## src/rtl/peripheral_mpi_pkg.sv

```systemverilog
// Shared types and helpers for the MPI NoC output path.
// Holds the arbiter state encoding and the round-robin selector.
package peripheral_mpi_pkg;

  localparam int DEF_NOC_FLIT_WIDTH = 32;
  localparam int RR_MAX = 16;

  typedef enum logic {
    IDLE    = 1'b0,
    GRANTED = 1'b1
  } arb_state_e;

  // First set bit of req scanning ptr, ptr+1, ... wrapping at n.
  function automatic logic [RR_MAX-1:0] rr_select(
    input logic [RR_MAX-1:0] req,
    input logic [3:0]        ptr,
    input logic [4:0]        n
  );
    logic [RR_MAX-1:0] sel;
    logic [4:0]        idx;
    logic              found;
    sel   = '0;
    found = 1'b0;
    for (int k = 0; k < RR_MAX; k++) begin
      idx = {1'b0, ptr} + 5'(k);
      if (idx >= n) idx = idx - n;
      if (5'(k) < n && !found && req[idx[3:0]]) begin
        sel[idx[3:0]] = 1'b1;
        found         = 1'b1;
      end
    end
    return sel;
  endfunction

endpackage

```

## src/rtl/peripheral_mpi_noc_skid.sv

```systemverilog
// Two-entry flit/last skid buffer with valid/ready on both sides.
// Upstream ready is registered: it reflects occupancy after the last edge.
module peripheral_mpi_noc_skid #(
  parameter int W = 32
) (
  input  logic         clk,
  input  logic         rst,
  input  logic [W-1:0] in_data,
  input  logic         in_last,
  input  logic         in_valid,
  output logic         in_ready,
  output logic [W-1:0] out_data,
  output logic         out_last,
  output logic         out_valid,
  input  logic         out_ready
);

  logic [1:0]   cnt_q, cnt_d;
  logic [W-1:0] d0_q, d0_d;
  logic [W-1:0] d1_q, d1_d;
  logic         l0_q, l0_d;
  logic         l1_q, l1_d;
  logic         rdy_q, rdy_d;
  logic         push;
  logic         pop;

  assign in_ready  = rdy_q;
  assign out_valid = (cnt_q != 2'd0);
  assign out_data  = d0_q;
  assign out_last  = l0_q;
  assign push      = in_valid & rdy_q;
  assign pop       = out_valid & out_ready;

  // Entry 0 is always the head; a pop shifts entry 1 forward.
  always_comb begin
    cnt_d = cnt_q;
    d0_d  = d0_q;
    l0_d  = l0_q;
    d1_d  = d1_q;
    l1_d  = l1_q;
    unique case ({push, pop})
      2'b10: begin
        if (cnt_q == 2'd0) begin
          d0_d = in_data;
          l0_d = in_last;
        end else begin
          d1_d = in_data;
          l1_d = in_last;
        end
        cnt_d = cnt_q + 2'd1;
      end
      2'b01: begin
        d0_d  = d1_q;
        l0_d  = l1_q;
        cnt_d = cnt_q - 2'd1;
      end
      2'b11: begin
        if (cnt_q == 2'd1) begin
          d0_d = in_data;
          l0_d = in_last;
        end else begin
          d0_d = d1_q;
          l0_d = l1_q;
          d1_d = in_data;
          l1_d = in_last;
        end
      end
      default: ;
    endcase
    rdy_d = (cnt_d < 2'd2);
  end

  always_ff @(posedge clk) begin
    if (!rst) begin
      cnt_q <= '0;
      d0_q  <= '0;
      d1_q  <= '0;
      l0_q  <= 1'b0;
      l1_q  <= 1'b0;
      rdy_q <= 1'b1;
    end else begin
      cnt_q <= cnt_d;
      d0_q  <= d0_d;
      d1_q  <= d1_d;
      l0_q  <= l0_d;
      l1_q  <= l1_d;
      rdy_q <= rdy_d;
    end
  end

endmodule

```

## src/rtl/peripheral_mpi_noc_arbiter.sv

```systemverilog
// Packet-granular round-robin arbiter onto one NoC link.
// A grant is held until the owner's last flit is accepted.
module peripheral_mpi_noc_arbiter
  import peripheral_mpi_pkg::*;
#(
  parameter int NOC_FLIT_WIDTH = DEF_NOC_FLIT_WIDTH,
  parameter int N              = 2
) (
  input  logic                        clk,
  input  logic                        rst,
  input  logic [N*NOC_FLIT_WIDTH-1:0] in_flit,
  input  logic [N-1:0]                in_last,
  input  logic [N-1:0]                in_valid,
  output logic [N-1:0]                in_ready,
  output logic [NOC_FLIT_WIDTH-1:0]   out_flit,
  output logic                        out_last,
  output logic                        out_valid,
  input  logic                        out_ready,
  output logic [N-1:0]                grant,
  output logic                        busy
);

  localparam int W  = NOC_FLIT_WIDTH;
  localparam int PW = (N > 1) ? $clog2(N) : 1;

  arb_state_e    state_q, state_d;
  logic [N-1:0]  grant_q, grant_d;
  logic [PW-1:0] rr_ptr_q, rr_ptr_d;

  logic [RR_MAX-1:0] req_ext;
  logic [RR_MAX-1:0] sel_ext;
  logic [3:0]        ptr_ext;
  logic              sel_unused;
  logic [PW-1:0]     owner_idx;
  logic [PW-1:0]     ptr_next;

  logic          skid_in_ready;
  logic          skid_valid;
  logic          skid_last;
  logic [W-1:0]  skid_flit;
  logic          xfer_last;

  assign grant = grant_q;

  always_comb begin
    req_ext              = '0;
    req_ext[N-1:0]       = in_valid;
    ptr_ext              = '0;
    ptr_ext[PW-1:0]      = rr_ptr_q;
    sel_ext              = rr_select(req_ext, ptr_ext, 5'(N));
  end

  assign sel_unused = ^sel_ext;

  always_comb begin
    owner_idx = '0;
    for (int i = 0; i < N; i++) begin
      if (grant_q[i]) owner_idx = PW'(i);
    end
  end

  // Explicit wrap so non-power-of-2 N rotates correctly.
  assign ptr_next = (owner_idx == PW'(N - 1)) ? '0
                  : owner_idx + PW'(1);

  always_ff @(posedge clk) begin
    if (!rst) begin
      state_q  <= IDLE;
      grant_q  <= '0;
      rr_ptr_q <= '0;
    end else begin
      state_q  <= state_d;
      grant_q  <= grant_d;
      rr_ptr_q <= rr_ptr_d;
    end
  end

  always_comb begin
    state_d  = state_q;
    grant_d  = grant_q;
    rr_ptr_d = rr_ptr_q;
    unique case (state_q)
      IDLE: begin
        if (|in_valid) begin
          grant_d = sel_ext[N-1:0];
          state_d = GRANTED;
        end
      end
      GRANTED: begin
        if (xfer_last) begin
          state_d  = IDLE;
          grant_d  = '0;
          rr_ptr_d = ptr_next;
        end
      end
      default: ;
    endcase
  end

  always_comb begin
    in_ready   = '0;
    busy       = 1'b0;
    skid_valid = 1'b0;
    skid_last  = 1'b0;
    skid_flit  = '0;
    for (int i = 0; i < N; i++) begin
      skid_flit = skid_flit
                | (in_flit[i*W +: W] & {W{grant_q[i]}});
      skid_last = skid_last | (in_last[i] & grant_q[i]);
    end
    if (state_q == GRANTED) begin
      busy       = 1'b1;
      in_ready   = grant_q & {N{skid_in_ready}};
      skid_valid = |(in_valid & grant_q);
    end
  end

  assign xfer_last = |(in_valid & in_ready & in_last);

  peripheral_mpi_noc_skid #(
    .W(W)
  ) u_skid (
    .clk      (clk),
    .rst      (rst),
    .in_data  (skid_flit),
    .in_last  (skid_last),
    .in_valid (skid_valid),
    .in_ready (skid_in_ready),
    .out_data (out_flit),
    .out_last (out_last),
    .out_valid(out_valid),
    .out_ready(out_ready)
  );

endmodule

```

## config.mk

```make
export PLATFORM = sky130hd
export DESIGN_NAME = peripheral_mpi_noc_arbiter
export DESIGN_NICKNAME = d
export VERILOG_FILES = /design/src/rtl/peripheral_mpi_pkg.sv /design/src/rtl/peripheral_mpi_noc_skid.sv /design/src/rtl/peripheral_mpi_noc_arbiter.sv
export SDC_FILE = /design/constraint.sdc
export NUM_CORES = 1
export LEC_CHECK = 0
export CORE_UTILIZATION = 40
export DETAILED_ROUTE_END_ITERATION = 6
export GPL_ROUTABILITY_DRIVEN = 0
export PLACE_DENSITY = 0.79
export SYNTH_ARGS = -nofsm -noshare
export SYNTH_HDL_FRONTEND = slang
export SYNTH_HIERARCHICAL = 1
export SYNTH_SLANG_ARGS = --single-unit
export TNS_END_PERCENT = 20
```

## constraint.sdc

```tcl
create_clock -name clk -period 2.1 [get_ports clk]
set_input_delay 0.21 -clock clk [delete_from_list [all_inputs] [get_ports clk]]
set_output_delay 0.21 -clock clk [all_outputs]
set_load 0.02 [all_outputs]
```

== Word level (Yosys, flattened, before mapping) ==
Cells that the tools add are included.

* Add/sub/neg operators: 6
* $mul: 0
* Div/mod/pow operators: 0
* Magnitude comparators: 7
* Equality and inequality tests: 9
* Shift operators: 0
* Mux-type cells: 37
* Bitwise operators: 14
* Reductions and logical operators: 15

{| class="wikitable"
|+ Operator list
! operator !! count
|-
| $mux W32 || 4
|-
| $pmux W32 S3 || 1
|-
| $and A32 B32 Y32 || 2
|-
| $pmux W32 S2 || 1
|-
| $or A32 B32 Y32 || 1
|-
| $mux W1 || 15
|-
| $lt A4 B5 Y1 const B || 2
|-
| $mux W2 || 5
|-
| $and A2 B2 Y2 || 4
|-
| $bmux W1 S4 || 2
|-
| $demux W1 S4 || 2
|-
| $ge A4 B1 Y1 const B || 2
|-
| $mux W4 || 2
|-
| $pmux W2 S2 || 2
|-
| $ne A2 B2 Y1 const B || 3
|-
| $reduce_and A2 Y1 || 3
|-
| $reduce_or A2 Y1 || 3
|-
| $and A1 B1 Y1 || 4
|-
| $eq A2 B1 Y1 const B || 2
|-
| $eq A2 B2 Y1 const B || 2
|-
| $ne A2 B1 Y1 const B || 2
|-
| $pmux W1 S2 || 2
|-
| $reduce_bool A2 Y1 || 2
|-
| $logic_and A1 B1 Y1 || 3
|-
| other kinds (17) || 17
|}

* Register bits: 73
* Latch bits: 0
* Bits in writable memories: 0
* Bits in read-only memories: 0
* Bits of input ports: 71
* Word-level logic and storage cells: 97
* Memories: 0

== Longest topological paths before layout ==
* Depth in word-level cells: 11
* Mapped depth: 13

== Cells and area by module ==
Netlist, hierarchy kept.

{| class="wikitable"
|+ By module, submodules not included
! module !! times used !! cells an instance !! area each (um^2)
|-
| peripheral_mpi_noc_skid || 1 || 389 || 3,599.7
|-
| peripheral_mpi_noc_arbiter || 1 || 71 || 558.0
|}

== Worst setup path after synthesis ==
No wires, ideal clock.

* Path kind: register to register
* From: register (tool-made name)
* To: register u_skid.d1_q[10]
* Setup time: 0.134 ns
* Arrival: 2.122 ns
* Slack: -0.156 ns
* Cell stages (with the launch flop): 14
* Path buffers: 5
* Clock period less this slack: 2.256 ns
* Cell sequence: dfxtp_1 > inv_1 > ha_1 > nand2b_4 > buf_6 > clkinv_4 > buf_12 > buf_12 > ha_1 > and2_1 > buf_6 > buf_2 > o31ai_1 > a21oi_1

{| class="wikitable"
|+ RTL lines
! element !! line !! text
|-
| end signal, assigned || peripheral_mpi_noc_skid.sv:77 || <nowiki>d1_q <= '0;</nowiki>
|-
| end signal, assigned || peripheral_mpi_noc_skid.sv:84 || <nowiki>d1_q <= d1_d;</nowiki>
|-
| end, declared || peripheral_mpi_noc_skid.sv:20 || <nowiki>logic [W-1:0] d1_q, d1_d;</nowiki>
|}

== Worst setup path in the final report ==
* From: register grant_q[0] (netlist: grant[0])
* To: output port in_ready[0]

* Cells in the longest elaborated chain, start to end: 2

{| class="wikitable"
|+ RTL lines
! element !! line !! text
|-
| start, declared || peripheral_mpi_noc_arbiter.sv:27 || <nowiki>logic [N-1:0] grant_q, grant_d;</nowiki>
|-
| start signal, assigned || peripheral_mpi_noc_arbiter.sv:73 || <nowiki>grant_q <= grant_d;</nowiki>
|-
| $and A2 B2 Y2 || peripheral_mpi_noc_arbiter.sv:113 || <nowiki>in_ready = grant_q & {N{skid_in_ready}};</nowiki>
|-
| $mux W2 || peripheral_mpi_noc_arbiter.sv:111 || <nowiki>if (state_q == GRANTED) begin</nowiki>
|-
| end, declared || peripheral_mpi_noc_arbiter.sv:14 || <nowiki>output logic [N-1:0] in_ready,</nowiki>
|}

No other way between the ends.

==> summary by stage <==
STA
The setup clock skew after layout is 0.0122 ns. The minimum hold slack is 0.477 ns. The max-slew violation total from the final report came to 0. The maximum clock rate is 0.494 GHz. Setup violations remaining at the end of the flow were counted as 0.

In the post-route analysis, the smallest setup slack over all paths is 0.0746 ns. The worst max-slew margin expressed relative to the limit is 55.0%. Setup repair after global routing could not meet its margin everywhere.

The count of endpoints failing hold in the final timing report is 0. After routing, the total negative slack on setup checks comes to 0 ns. The ratio of final minimum period to clock period is 96.4%. The clock period minus final worst setup slack is 2.03 ns. The worst-margin pin slew is 0.673 ns.

Layout
The area added between synthesis and finish is 41.0%. Measured on the finished design, the core utilization comes to 59.2%. The proportion of layout cells with a drive suffix above 1 is 21.3%. The layout has 864 filler cells. The repair_antennas step left the layout with diodes totalling 0.

The number of non-filler instances in the completed layout is 696. The final layout contains 635 nets. The finished cells cover 0.00586 mm².

CTS
Buffers inserted to repair hold after CTS numbered 0. The clock latency on the worst-skew pair is 0.36 ns. Counting the buffers created by CTS gives 9. The clock passes through at most 2 buffers.

TritonCTS built the clock tree. The clock net in this run drives a total of 73 sinks. In this run the number of H-tree levels came out at 3. The cell chosen for the clock root is sky130_fd_sc_hd__clkbuf_8. The clock input transition at the sequential cells of the worst setup and hold paths is 0.08 ns.

Placement
The post-place setup slack is -0.743 ns. The detailed placer's ending HPWL is 8.30 mm. Summing all placed instances gives a cell area of 0.00548 mm². The total placed cells including tap cells is 676. During placement, the flow inserted port buffers numbering 109.

Critical path
The depth of the most critical reg-to-reg path is 9. At the worst endpoint, the arrival time is 1.82 ns. The worst register-to-register path begins at u_skid/cnt_q[0].

Data on the critical path is required at its endpoint by 1.89 ns. The capture instance of the worst register-to-register path is u_skid/d1_q[17]. The critical path in this run is classified as flip-flop to output pin. The setup slack of the most critical reg-to-reg path is 0.09 ns. In this run the worst path has a maximum fanout of 37. STA classifies the critical path startpoint as a flip-flop. The endpoint kind of the worst setup timing path is an output pin.

Logic synthesis
The netlist area before placement is 0.00416 mm². Among all flip-flop cells after synthesis, the most frequent one is sky130_fd_sc_hd__dfxtp_1. The total number of yosys warnings is 6. Dividing the synthesized area by the synthesized cell count gives 9.04 µm². The netlist uses 42 different library cells. Summed over all instances, the cell type with the most area after synthesis is sky130_fd_sc_hd__dfxtp_1. The net count after synthesis is 537. Counting flops with a built-in enable in the synthesized netlist gives 0. Sequential cells were found to cover 35.1% of the synthesized design area. The area share of the leading cell type in the synthesized netlist is 35.1%. For this run, asynchronously set or reset flops after synthesis account for 0%.

The dominant cell by count in the synthesized netlist is sky130_fd_sc_hd__dfxtp_1. Counting flops and latches in the post-synthesis netlist gives 73. Sorting the synthesized cells by area gives the leading types as sky130_fd_sc_hd__dfxtp_1, sky130_fd_sc_hd__a22o_1, sky130_fd_sc_hd__a311oi_1. The cell count after synthesis came out at 460. Counting instances in the post-synthesis netlist gives the leading cell types as sky130_fd_sc_hd__dfxtp_1, sky130_fd_sc_hd__a21oi_1, sky130_fd_sc_hd__o21ai_0.

Global routing
The first global-routing pass estimated 21.0 mm of wire. The total overflow left after global routing is 0. The global-route usage over all layers is 23.5%. Entering global routing, the biggest net connects 39 pins. The initial antenna violation count is 0. The number of global-route vias before repair came to 4,316.

Routing
The routed wirelength normalized by instance count is 18.9 µm. The overall routed net length is 13.1 mm. In this run the remaining antenna-violating nets after routing total 0. Using the TritonRoute via totals, the vias-per-cell ratio works out to 6.29.

The first routing iteration left 484 violations. The first detailed-routing pass took 5 iterations. The total via count after detailed routing is 4,378.

After detailed routing, the number of remaining DRC violations is 0.

Outcome
The run finished with clean final reports.

Power
The total power is 3.91 mW. In this run the static leakage power is 1.90 nW. The worst voltage drop across the vdd grid is 0.324 mV.

The total power per unit cell area is 666 mW/mm².

Min path
The endpoint with the worst hold slack is u_skid/d1_q[18]. The count of cells along the worst hold path is 2. The startpoint identified for the worst hold timing path is u_skid/d1_q[18]. The worst hold-check path type is flip-flop to flip-flop.

Run
Max-cap violations in this run came to 0.

Floorplan
The total I/O pin count is 110. The initial utilization of the core area, before any placement, comes to 42.0%. Measured along the y axis, the die boundary spans 104 µm. The row count is 36. The area inside the core boundary is 0.00991 mm².

The full die area is 0.0108 mm². Measured along the x axis, the die boundary spans 104 µm.
cell families (layout without fill, tap and decap cells):
family	Yosys count	in the layout	share of synthesized area, %
and+or+nand+nor	99	100	16.9
muxes	1	1	0.271
DFF	73	73	35.1
buffers and inverters	72	174	10.1
adders and majority gates	6	6	1.81
AOI/OAI and AO/OA	209	209	35.8
layout by cell type, fill, tap and decap left out, drive strengths merged, types with 11 or more instances in the layout:
cell type,count
a311oi,33
o31ai,33
o21ai,37
o211ai,34
nor3,35
nand4,33
dfxtp,73
a21oi,35
a22o,33
buf,40
clkbuf,11
clkdlybuf4s50,109
registers in the layout, indices dropped and copies added (netlist names), named ones only:
| signal | flops |
|---|---|
| u_skid/in_ready | 1 |
| u_skid/cnt_q | 1 |
| state_q | 1 |
| u_skid/out_last | 1 |
| grant | 2 |
| u_skid/out_data | 32 |
| u_skid/l1_q | 1 |
| u_skid/d1_q | 32 |
| rr_ptr_q | 1 |
repair_timing:
item                       in CTS  in global routing
setup endpoints to repair      35                 62
setup buffers                   0                  1
resized for setup               3                 22
pin swaps                       0                  7
gates cloned                    0                  3
critical path: stages, from the launching register on:
cell                              delay [ns]
sky130_fd_sc_hd__dfxtp_1                0.35
sky130_fd_sc_hd__buf_6                  0.29
sky130_fd_sc_hd__and3_1                 0.20
sky130_fd_sc_hd__clkdlybuf4s50_1        0.61
metal layers:
layer  GRT usage [%]  wire length, µm  up-vias
met1            29.7             5510     2108
met3            5.01             1010       23
met2            39.5             6380      230
met4            7.65              221        0
met5               0                0        -
li1                -                -     2017
power breakdown:
group / switching (mW) / total, mW / internal [mW] / leakage, nW
Clock: 0.588 / 1.27 / 0.681 / 0.110
Sequential: 0.0670 / 1.55 / 1.48 / 0.593
Combinational: 0.550 / 1.09 / 0.539 / 1.19
Total: 1.20 / 3.91 / 2.70 / 1.90
worst max-delay path by stage:
stage                         start               to  cells past startpoint
global route               grant[1]  u_skid/d1_q[11]                     10
detailed placement      in_valid[1]  u_skid/d1_q[25]                      9
floorplan           u_skid/cnt_q[0]   u_skid/d1_q[7]                     13
global placement        in_valid[1]  u_skid/d1_q[30]                      9
finish                     grant[0]      in_ready[0]                      3
CTS                        grant[1]  u_skid/d1_q[30]                      8
layout make-up:
cell class / count / area (µm²) / share of cell area (%)
inverters: 7 / 31.3 / 0.533
flip-flops and latches: 73 / 1460 / 25.0
multi-input cells: 316 / 2380 / 40.6
clock inverters: 7 / 103 / 1.75
repair buffers: 151 / 1590 / 27.2
well taps: 133 / 166 / 2.84
clock buffers: 9 / 124 / 2.11
(Power assumes the default switching activity.)
